<file path="config.mk">
export PLATFORM = sky130hd
export DESIGN_NAME = ddr_hit_judge_flat
export DESIGN_NICKNAME = d
export VERILOG_FILES = /design/src/rtl/ddr_hit_judge_pkg.sv /design/src/rtl/ddr_hit_judge_if.sv /design/src/rtl/ddr_hit_judge_lane_judge.sv /design/src/rtl/ddr_hit_judge.sv /design/src/flat_wrapper.sv
export SDC_FILE = /design/constraint.sdc
export NUM_CORES = 1
export LEC_CHECK = 0
export CORE_ASPECT_RATIO = 0.8
export CORE_MARGIN = 3
export CORE_UTILIZATION = 38
export CTS_CLUSTER_DIAMETER = 200
export DETAILED_ROUTE_END_ITERATION = 6
export DONT_BUFFER_PORTS = 1
export PLACE_DENSITY_LB_ADDON = 0.15
export RECOVER_POWER = 50
export SYNTH_ARGS = -nofsm -noshare
export SYNTH_HDL_FRONTEND = slang
export SYNTH_SLANG_ARGS = --single-unit
</file>
<file path="constraint.sdc">
create_clock -name CLOCK_50 -period 7.14 [get_ports CLOCK_50]
set_input_delay 1.428 -clock CLOCK_50 [delete_from_list [all_inputs] [get_ports CLOCK_50]]
set_output_delay 1.428 -clock CLOCK_50 [all_outputs]
set_load 0.005 [all_outputs]
</file>
<file path="src/rtl/ddr_hit_judge_pkg.sv">
`default_nettype none
// ============================================================================
//  Module   : ddr_judge_pkg
//  Purpose  : Shared types and helpers for the dance-game hit judge:
//             per-lane judge result encoding, point values and a
//             saturating adder used by the per-player combo counters.
//  Revision : 1.0  initial release
// ============================================================================
package ddr_judge_pkg;

  // Result produced by one player-lane window in a single cycle.
  typedef enum logic [2:0] {
    NONE    = 3'd0,
    PERFECT = 3'd1,
    GOOD    = 3'd2,
    MISS    = 3'd3,
    STRAY   = 3'd4
  } judge_e;

  // Points awarded per graded hit.
  localparam int unsigned PTS_PERFECT = 3;
  localparam int unsigned PTS_GOOD    = 1;

  // Unsigned add clamped to max_val; one extra bit keeps the carry visible.
  function automatic logic [31:0] sat_add(input logic [31:0] a,
                                          input logic [31:0] b,
                                          input logic [31:0] max_val);
    logic [32:0] sum;
    sum = {1'b0, a} + {1'b0, b};
    if (sum > {1'b0, max_val}) begin
      sat_add = max_val;
    end else begin
      sat_add = sum[31:0];
    end
  endfunction

endpackage
`default_nettype wire

</file>
<file path="src/rtl/ddr_hit_judge_if.sv">
`default_nettype none
// ============================================================================
//  Module   : ddr_hit_judge_if
//  Purpose  : Bundle of game-control, note, key and score signals between
//             the game front end (master) and the hit judge (slave).
//  Revision : 1.0  initial release
// ============================================================================
interface ddr_hit_judge_if #(
  parameter int NUM_PLAYERS = 2,
  parameter int NUM_LANES   = 4,
  parameter int SCORE_W     = 7,
  parameter int COMBO_W     = 8
);

  logic                             tick;
  logic                             game_active;
  logic                             clear_scores;
  logic                             note_valid;
  logic [NUM_LANES-1:0]             note_lanes;
  logic [NUM_PLAYERS*NUM_LANES-1:0] player_keys;
  logic [NUM_PLAYERS*SCORE_W-1:0]   score;
  logic [NUM_PLAYERS*COMBO_W-1:0]   combo;
  logic [NUM_PLAYERS-1:0]           perfect_hit;
  logic [NUM_PLAYERS-1:0]           good_hit;
  logic [NUM_PLAYERS-1:0]           miss;

  // Game front end: drives timing, notes and keys, observes results.
  modport master (
    output tick, game_active, clear_scores, note_valid, note_lanes, player_keys,
    input  score, combo, perfect_hit, good_hit, miss
  );

  // Hit judge: consumes timing, notes and keys, produces results.
  modport slave (
    input  tick, game_active, clear_scores, note_valid, note_lanes, player_keys,
    output score, combo, perfect_hit, good_hit, miss
  );

endinterface
`default_nettype wire

</file>
<file path="src/rtl/ddr_hit_judge_lane_judge.sv">
`default_nettype none
// ============================================================================
//  Module   : ddr_lane_judge
//  Purpose  : Timing window for one player-lane. A note arms the window at
//             age 0; age advances on tick; a key press grades the note by
//             age, and running off the end of the window reports a miss.
//             The result is combinational and registered by the parent.
//  Revision : 1.0  initial release
// ============================================================================
module ddr_lane_judge
  import ddr_judge_pkg::*;
#(
  parameter int WIN_PERFECT = 2,
  parameter int WIN_GOOD    = 6
) (
  input  logic   clk,
  input  logic   rst_n,
  input  logic   i_active,
  input  logic   i_clear,
  input  logic   i_note,
  input  logic   i_press,
  input  logic   i_tick,
  output judge_e o_result
);

  localparam int c_AGE_W = (WIN_GOOD > 1) ? $clog2(WIN_GOOD) : 1;
  localparam logic [c_AGE_W-1:0] c_AGE_PERFECT = c_AGE_W'(WIN_PERFECT);
  localparam logic [c_AGE_W-1:0] c_AGE_LAST    = c_AGE_W'(WIN_GOOD - 1);

  typedef enum logic [0:0] {
    LANE_IDLE  = 1'b0,
    LANE_ARMED = 1'b1
  } lane_state_e;

  lane_state_e        r_state;
  lane_state_e        w_state_nxt;
  logic [c_AGE_W-1:0] r_age;
  logic [c_AGE_W-1:0] w_age_nxt;
  judge_e             w_result;

  // Window state and age register; reset discards any open window silently.
  always_ff @(posedge clk or negedge rst_n) begin
    if (!rst_n) begin
      r_state <= LANE_IDLE;
      r_age   <= '0;
    end else begin
      r_state <= w_state_nxt;
      r_age   <= w_age_nxt;
    end
  end

  // Next-state and judge decision; a press always outranks expiry or re-arm.
  always_comb begin
    w_state_nxt = r_state;
    w_age_nxt   = r_age;
    w_result    = NONE;
    if (!i_active || i_clear) begin
      w_state_nxt = LANE_IDLE;
      w_age_nxt   = '0;
    end else begin
      case (r_state)
        LANE_IDLE: begin
          if (i_note && i_press) begin
            // Note and press coincide: graded at age 0, nothing left armed.
            w_result = PERFECT;
          end else if (i_note) begin
            w_state_nxt = LANE_ARMED;
            w_age_nxt   = '0;
          end else if (i_press) begin
            w_result = STRAY;
          end
        end
        LANE_ARMED: begin
          if (i_press) begin
            // Age never reaches WIN_GOOD while armed, so this is the full grade.
            w_result    = (r_age < c_AGE_PERFECT) ? PERFECT : GOOD;
            w_state_nxt = i_note ? LANE_ARMED : LANE_IDLE;
            w_age_nxt   = '0;
          end else if (i_note) begin
            // Unanswered note is replaced: old one misses, new one starts fresh.
            w_result  = MISS;
            w_age_nxt = '0;
          end else if (i_tick) begin
            if (r_age == c_AGE_LAST) begin
              w_result    = MISS;
              w_state_nxt = LANE_IDLE;
              w_age_nxt   = '0;
            end else begin
              w_age_nxt = r_age + c_AGE_W'(1);
            end
          end
        end
        default: begin
          w_state_nxt = LANE_IDLE;
          w_age_nxt   = '0;
        end
      endcase
    end
  end

  assign o_result = w_result;

endmodule
`default_nettype wire

</file>
<file path="src/rtl/ddr_hit_judge.sv">
`default_nettype none
// ============================================================================
//  Module   : ddr_hit_judge
//  Purpose  : N-player x L-lane hit judge. Detects key presses, runs one
//             timing window per player-lane, tallies the per-player results
//             each cycle and keeps saturating score and combo counters plus
//             one-cycle perfect/good/miss pulses, all registered.
//  Revision : 1.0  initial release
// ============================================================================
module ddr_hit_judge
  import ddr_judge_pkg::*;
#(
  parameter int NUM_PLAYERS = 2,
  parameter int NUM_LANES   = 4,
  parameter int WIN_PERFECT = 2,
  parameter int WIN_GOOD    = 6,
  parameter int SCORE_W     = 7,
  parameter int SCORE_MAX   = 99,
  parameter int COMBO_W     = 8
) (
  input  logic           CLOCK_50,
  input  logic           reset,
  ddr_hit_judge_if.slave bus
);

  localparam int c_LANES_TOT = NUM_PLAYERS * NUM_LANES;
  localparam int c_CNT_W     = $clog2(NUM_LANES + 1);
  localparam int c_SUM_W     = SCORE_W + 3;
  localparam logic [31:0] c_COMBO_MAX = 32'((64'd1 << COMBO_W) - 64'd1);

  logic [c_LANES_TOT-1:0]         r_keys_prev;
  logic [c_LANES_TOT-1:0]         w_press;
  judge_e                         w_result [c_LANES_TOT];

  logic [c_CNT_W-1:0]             w_cnt_perf  [NUM_PLAYERS];
  logic [c_CNT_W-1:0]             w_cnt_good  [NUM_PLAYERS];
  logic [c_CNT_W-1:0]             w_cnt_miss  [NUM_PLAYERS];
  logic [c_CNT_W-1:0]             w_cnt_stray [NUM_PLAYERS];
  logic [c_SUM_W-1:0]             w_score_sum [NUM_PLAYERS];

  logic [NUM_PLAYERS*SCORE_W-1:0] r_score;
  logic [NUM_PLAYERS*SCORE_W-1:0] w_score_nxt;
  logic [NUM_PLAYERS*COMBO_W-1:0] r_combo;
  logic [NUM_PLAYERS*COMBO_W-1:0] w_combo_nxt;
  logic [NUM_PLAYERS-1:0]         r_perfect;
  logic [NUM_PLAYERS-1:0]         r_good;
  logic [NUM_PLAYERS-1:0]         r_miss;
  logic [NUM_PLAYERS-1:0]         w_perf_nxt;
  logic [NUM_PLAYERS-1:0]         w_good_nxt;
  logic [NUM_PLAYERS-1:0]         w_miss_nxt;

  // Previous key levels; reset to all ones so a key held through reset
  // is not taken as a press. Tracks keys even while the game is inactive.
  always_ff @(posedge CLOCK_50 or negedge reset) begin
    if (!reset) begin
      r_keys_prev <= '1;
    end else begin
      r_keys_prev <= bus.player_keys;
    end
  end

  assign w_press = bus.player_keys & ~r_keys_prev;

  // One timing window per player-lane; notes are shared by all players.
  generate
    for (genvar p = 0; p < NUM_PLAYERS; p++) begin : g_player
      for (genvar l = 0; l < NUM_LANES; l++) begin : g_lane
        ddr_lane_judge #(
          .WIN_PERFECT (WIN_PERFECT),
          .WIN_GOOD    (WIN_GOOD)
        ) u_lane (
          .clk      (CLOCK_50),
          .rst_n    (reset),
          .i_active (bus.game_active),
          .i_clear  (bus.clear_scores),
          .i_note   (bus.note_valid & bus.note_lanes[l]),
          .i_press  (w_press[p*NUM_LANES + l]),
          .i_tick   (bus.tick),
          .o_result (w_result[p*NUM_LANES + l])
        );
      end
    end
  endgenerate

  // Per-player tally of lane results and next score/combo/pulse values.
  always_comb begin
    w_score_nxt = r_score;
    w_combo_nxt = r_combo;
    w_perf_nxt  = '0;
    w_good_nxt  = '0;
    w_miss_nxt  = '0;
    for (int p = 0; p < NUM_PLAYERS; p++) begin
      w_cnt_perf[p]  = '0;
      w_cnt_good[p]  = '0;
      w_cnt_miss[p]  = '0;
      w_cnt_stray[p] = '0;
      for (int l = 0; l < NUM_LANES; l++) begin
        case (w_result[p*NUM_LANES + l])
          PERFECT: w_cnt_perf[p]  = w_cnt_perf[p]  + c_CNT_W'(1);
          GOOD:    w_cnt_good[p]  = w_cnt_good[p]  + c_CNT_W'(1);
          MISS:    w_cnt_miss[p]  = w_cnt_miss[p]  + c_CNT_W'(1);
          STRAY:   w_cnt_stray[p] = w_cnt_stray[p] + c_CNT_W'(1);
          default: ;
        endcase
      end

      // Widened sum so a near-full score cannot wrap before the clamp.
      w_score_sum[p] = c_SUM_W'(r_score[p*SCORE_W +: SCORE_W])
                     + c_SUM_W'(PTS_PERFECT) * c_SUM_W'(w_cnt_perf[p])
                     + c_SUM_W'(PTS_GOOD)    * c_SUM_W'(w_cnt_good[p]);
      if (w_score_sum[p] > c_SUM_W'(SCORE_MAX)) begin
        w_score_nxt[p*SCORE_W +: SCORE_W] = SCORE_W'(SCORE_MAX);
      end else begin
        w_score_nxt[p*SCORE_W +: SCORE_W] = w_score_sum[p][SCORE_W-1:0];
      end

      // Any miss or stray press ends the streak, even alongside hits.
      if ((w_cnt_miss[p] != '0) || (w_cnt_stray[p] != '0)) begin
        w_combo_nxt[p*COMBO_W +: COMBO_W] = '0;
      end else begin
        w_combo_nxt[p*COMBO_W +: COMBO_W] = COMBO_W'(sat_add(
            32'(r_combo[p*COMBO_W +: COMBO_W]),
            32'(w_cnt_perf[p]) + 32'(w_cnt_good[p]),
            c_COMBO_MAX));
      end

      w_perf_nxt[p] = (w_cnt_perf[p] != '0);
      w_good_nxt[p] = (w_cnt_good[p] != '0);
      w_miss_nxt[p] = (w_cnt_miss[p] != '0);
    end
  end

  // Registered score, combo and judge pulses; clear wins over any event.
  always_ff @(posedge CLOCK_50 or negedge reset) begin
    if (!reset) begin
      r_score   <= '0;
      r_combo   <= '0;
      r_perfect <= '0;
      r_good    <= '0;
      r_miss    <= '0;
    end else if (bus.clear_scores) begin
      r_score   <= '0;
      r_combo   <= '0;
      r_perfect <= '0;
      r_good    <= '0;
      r_miss    <= '0;
    end else begin
      r_score   <= w_score_nxt;
      r_combo   <= w_combo_nxt;
      r_perfect <= w_perf_nxt;
      r_good    <= w_good_nxt;
      r_miss    <= w_miss_nxt;
    end
  end

  assign bus.score       = r_score;
  assign bus.combo       = r_combo;
  assign bus.perfect_hit = r_perfect;
  assign bus.good_hit    = r_good;
  assign bus.miss        = r_miss;

endmodule
`default_nettype wire

</file>
<file path="src/flat_wrapper.sv">
// flat-port wrapper written by rule: the top's interface ports become plain ports
module ddr_hit_judge_flat import ddr_judge_pkg::*;
#(
  parameter int NUM_PLAYERS = 2,
  parameter int NUM_LANES   = 4,
  parameter int WIN_PERFECT = 2,
  parameter int WIN_GOOD    = 6,
  parameter int SCORE_W     = 7,
  parameter int SCORE_MAX   = 99,
  parameter int COMBO_W     = 8
)
  (CLOCK_50, reset, bus_tick, bus_game_active, bus_clear_scores, bus_note_valid, bus_note_lanes, bus_player_keys, bus_score, bus_combo, bus_perfect_hit, bus_good_hit, bus_miss);
  ddr_hit_judge_if #(.NUM_PLAYERS(NUM_PLAYERS), .NUM_LANES(NUM_LANES), .SCORE_W(SCORE_W), .COMBO_W(COMBO_W)) bus_i ();
  input  logic CLOCK_50;
  input  logic reset;
  input wire logic [$bits(bus_i.tick)-1:0] bus_tick;
  input wire logic [$bits(bus_i.game_active)-1:0] bus_game_active;
  input wire logic [$bits(bus_i.clear_scores)-1:0] bus_clear_scores;
  input wire logic [$bits(bus_i.note_valid)-1:0] bus_note_valid;
  input wire logic [$bits(bus_i.note_lanes)-1:0] bus_note_lanes;
  input wire logic [$bits(bus_i.player_keys)-1:0] bus_player_keys;
  output wire logic [$bits(bus_i.score)-1:0] bus_score;
  output wire logic [$bits(bus_i.combo)-1:0] bus_combo;
  output wire logic [$bits(bus_i.perfect_hit)-1:0] bus_perfect_hit;
  output wire logic [$bits(bus_i.good_hit)-1:0] bus_good_hit;
  output wire logic [$bits(bus_i.miss)-1:0] bus_miss;
  assign bus_i.tick = bus_tick;
  assign bus_i.game_active = bus_game_active;
  assign bus_i.clear_scores = bus_clear_scores;
  assign bus_i.note_valid = bus_note_valid;
  assign bus_i.note_lanes = bus_note_lanes;
  assign bus_i.player_keys = bus_player_keys;
  assign bus_score = bus_i.score;
  assign bus_combo = bus_i.combo;
  assign bus_perfect_hit = bus_i.perfect_hit;
  assign bus_good_hit = bus_i.good_hit;
  assign bus_miss = bus_i.miss;
  ddr_hit_judge #(.NUM_PLAYERS(NUM_PLAYERS), .NUM_LANES(NUM_LANES), .WIN_PERFECT(WIN_PERFECT), .WIN_GOOD(WIN_GOOD), .SCORE_W(SCORE_W), .SCORE_MAX(SCORE_MAX), .COMBO_W(COMBO_W)) u_core (.CLOCK_50(CLOCK_50), .reset(reset), .bus(bus_i));
endmodule
</file>
==> summary.md <==
| Metric | Value |
|---|---|
| Cell type with the highest occurrence count on the critical path | `inv_1` |
| Clock tree root driver cell | `clkbuf_16` |
| Residual overflow from global routing | `0` |
| Layout Nets | `785` |
| Startpoint type of the worst setup path | `primary input` |
| Post-detailed-route wirelength per cell | `16.5 um` |
| Worst-case clock skew | `11.2 ps` |
| Maximum level of the CTS H-tree | `3` |
| Vias in the first global route | `5103` |
| Clock-pin slew reported for the worst setup and hold paths after clock tree synthesis | `70 ps` |
| Status | `finished clean` |
| Initial DRT Pass Iterations | `5` |
| Largest net degree at the start of global routing | `77` |
| Dominant register cell in the synthesized netlist | `dfrtp_1` |
| Count of cells resized by post-cts repair | `0` |
| Initial Util | `40.0%` |
| Most used cells in the layout excluding fill and tap cells | `nor2_1 (74), nand2_1 (70), dfrtp_1 (68)` |
| Sequential element share of the synthesized area | `31.0%` |
| Total power consumption of the routed design | `0.00102 W` |
| Minimum period implied by the final worst setup slack | `6250 ps` |
| Number of warning messages in the yosys log | `0` |
| Cell Rows | `40` |
| Commonest non-fill, non-tap cell in the layout | `nor2_1` |
| Count of mapped cells out of synthesis | `708` |
| Worst-case vdd ir drop | `0.0000885 V` |
| Initial antenna violation count | `0` |
| Async SR Flop Fraction | `100%` |
| Total die area | `17800 um2` |
| Netlist Area Pre-Place | `6160 um2` |
| Worst Path Required | `7350 ps` |
| Setup Viol. Count Final | `0` |
| LEAKAGE | `3.19 nW` |
| Power density over cell area | `152 nW/um2` |
| Final setup TNS | `0 ps` |
| Average footprint of a synthesized cell | `8.70 um2` |
| Number of max-cap violations | `0` |
| Global router's overall resource usage | `17.8%` |
| Maximum clock frequency | `160 MHz` |
| Layout fillers | `1543` |
| Buffering stage count on the worst path with inverters included | `4` |
| First DRT Iteration DRCs | `305` |
| Slowest CP cell | `or4b_2` |
| Setup repair bufs after CTS | `0` |
| Core Area | `15400 um2` |
| Vias after detailed routing | `5116` |
| Number of hold violations in the final report | `0` |
| Unrepaired setup endpoints after global routing | `false` |
| Antenna violation net count after detailed routing | `0` |
| Cells traversed along the worst timing path | `nor2b_1 > nand3_1 > inv_1 > ha_1 > xor2_1 > inv_1 > ha_1 > inv_1 > nor2_1 > xnor2_1 > inv_1 > fa_1 > fa_1 > a211oi_1 > o211ai_1 > nor4_1 > or4b_2 > a21oi_1 > nor4_1` |
| Count of input and output buffers | `0` |
| Total wirelength of the detailed-routed design | `15200 um` |
| Count of cell types in the netlist | `70` |
| Number of synthesized flops with an enable pin | `0` |
| Element type at the critical path end | `flop` |
| Number of synthesized register bits | `76` |
| Detailed-route vias per instance | `5.58` |
| Antenna cells | `0` |
| CTS Hold Bufs | `0` |
| Portion of the clock cycle consumed by the worst path in the final layout | `87.5%` |
| Remaining max-slew budget at the tightest pin | `18.2%` |
| Type of the most critical hold path | `reg -> reg` |
| Chip height | `120 um` |
| Worst endpoint data arrival time | `6460 ps` |
| Number of I/O pins | `54` |
| Critical-path maximum fanout | `5` |
| GP Congestion | `0.891` |
| Clock buffer count from CTS | `9` |
| CTS tree | `built` |
| Post-synth net total | `791` |
| Share of cells above drive strength 1 | `6.22%` |
| Max stage delay on crit path | `660 ps` |
| Category of the most critical setup path | `in -> reg` |
| Measured slew at the worst slew-check pin | `1230 ps` |
| Floorplan die width | `148 um` |
| Deepest clock path buffer count | `2` |
| Layout-stage area growth over the synthesis result | `8.31%` |
| Post-detailed-placement half-perimeter wirelength | `11500 um` |
| Utilization after layout | `43.3%` |
| Delay-heaviest family, CP | `simple AND/OR/NAND/NOR gates` |
| DRC violation count after routing | `0` |
| Clock tree sinks | `76` |
| Clock latency on the worst-skew pair | `350 ps` |
| Global-route wire length before repair | `25500 um` |
| Max-slew violations | `0` |
[cell type report]
type                       instances  area [um2]  share of cell area (%)
multi-input combinational        567        3990                    59.8
tap                              210         263                    3.94
sequential                        76        1910                    28.7
inverter                          45         169                    2.53
timing repair buffer               3        18.8                   0.281
clock inverter                     6        88.8                    1.33
clock buffer                      10         229                    3.43
[state kept, by name (all words and copies together) (netlist names)]
| signal | cells |
|---|---|
| u_core.bus.combo | 16 |
| u_core.bus.good_hit | 2 |
| u_core.bus.miss | 2 |
| u_core.bus.perfect_hit | 2 |
| u_core.bus.score | 14 |
| u_core.g_player.g_lane.u_lane.r_age | 24 |
| u_core.g_player.g_lane.u_lane.r_state | 8 |
| u_core.r_keys_prev | 8 |
[cells in the mapped netlist, types with 5 or more instances]
library cell  count  area, um2
nand3_1          17       85.1
nor3b_1           7       52.6
xnor2_1          24        210
and2_1           11       68.8
xor2_1           16        140
clkbuf_1         13       48.8
nor2b_1          13       81.3
o22ai_1           6       37.5
a21oi_1          46        230
and3_1            5       31.3
nand2b_1         11       68.8
nor3_1           18       90.1
mux2i_1          11        110
dfstp_2           8        210
ha_1             52        651
nor4_1            5       31.3
nand4b_1          6       52.6
o211ai_1          9       67.6
dfrtp_1          68       1700
nor2_1           74        278
o21ai_0          32        160
nand2_1          70        263
or4_1             5       37.5
fa_1             13        260
mux2_2            8       90.1
a211oi_1          9       67.6
or3_1             5       31.3
inv_1            44        165
nand3b_1          7       52.6
a21o_1           10       75.1
[worst paths after layout]
| path | start | endpoint | slack (ps) | cells past startpoint |
|---|---|---|---|---|
| min | u_core.g_player[1].g_lane[0].u_lane.r_age[2] | u_core.g_player[1].g_lane[0].u_lane.r_age[2] | 530 | 1 |
| min in group asynchronous | reset | u_core.g_player[1].g_lane[1].u_lane.r_age[1] | 770 | 0 |
| max reg2reg | u_core.r_keys_prev[4] | u_core.bus.score[10] | 1590 | 19 |
| max | bus_game_active | u_core.bus.score[10] | 890 | 19 |
| max in group asynchronous | reset | u_core.r_keys_prev[3] | 6170 | 0 |
| min reg2reg | u_core.g_player[1].g_lane[0].u_lane.r_age[2] | u_core.g_player[1].g_lane[0].u_lane.r_age[2] | 530 | 1 |
[per-layer routing]
metal	routed length (um)	track usage [%]	part of all wire [%]	up-vias
met5	0	0	0	-
met4	216	5.71	1.4	0
met3	869	5.21	5.7	22
met2	7150	29.8	47	118
met1	6930	22.0	46	2466
li1	-	-	-	2510
[power by group]
part	leakage (nW)	internal (W)	switching, W
Sequential	1.03	0.000439	0.00000768
Combinational	2.01	0.0000257	0.0000457
Clock	0.149	0.000306	0.000191
Total	3.19	0.000771	0.000244
[metrics by stage]
| stage | hold WS [ps] | instance area, um2 | setup WS [ps] | cells |
|---|---|---|---|---|
| finish | 526 | 6670 | 895 | 917 |
| global route | 551 | 6670 | 472 | 917 |
| CTS | 534 | 6680 | 915 | 917 |
| detailed placement | 522 | 6360 | 560 | 901 |
| global placement | 500 | 6360 | 734 | 901 |
| floorplan | 480 | 6160 | 577 | 708 |
[cell families after synthesis]
kind of cell             share of synthesized area, %
flip-flops                                       31.0
adder cells (fa/ha/maj)                          14.8
multiplexers                                     3.25
AND/OR/NAND/NOR                                  23.5
AO/OA/AOI/OAI                                    17.6
buffers and inverters                            4.16
XOR/XNOR                                         5.69
No activity file was read; power rests on OpenSTA's default activity.
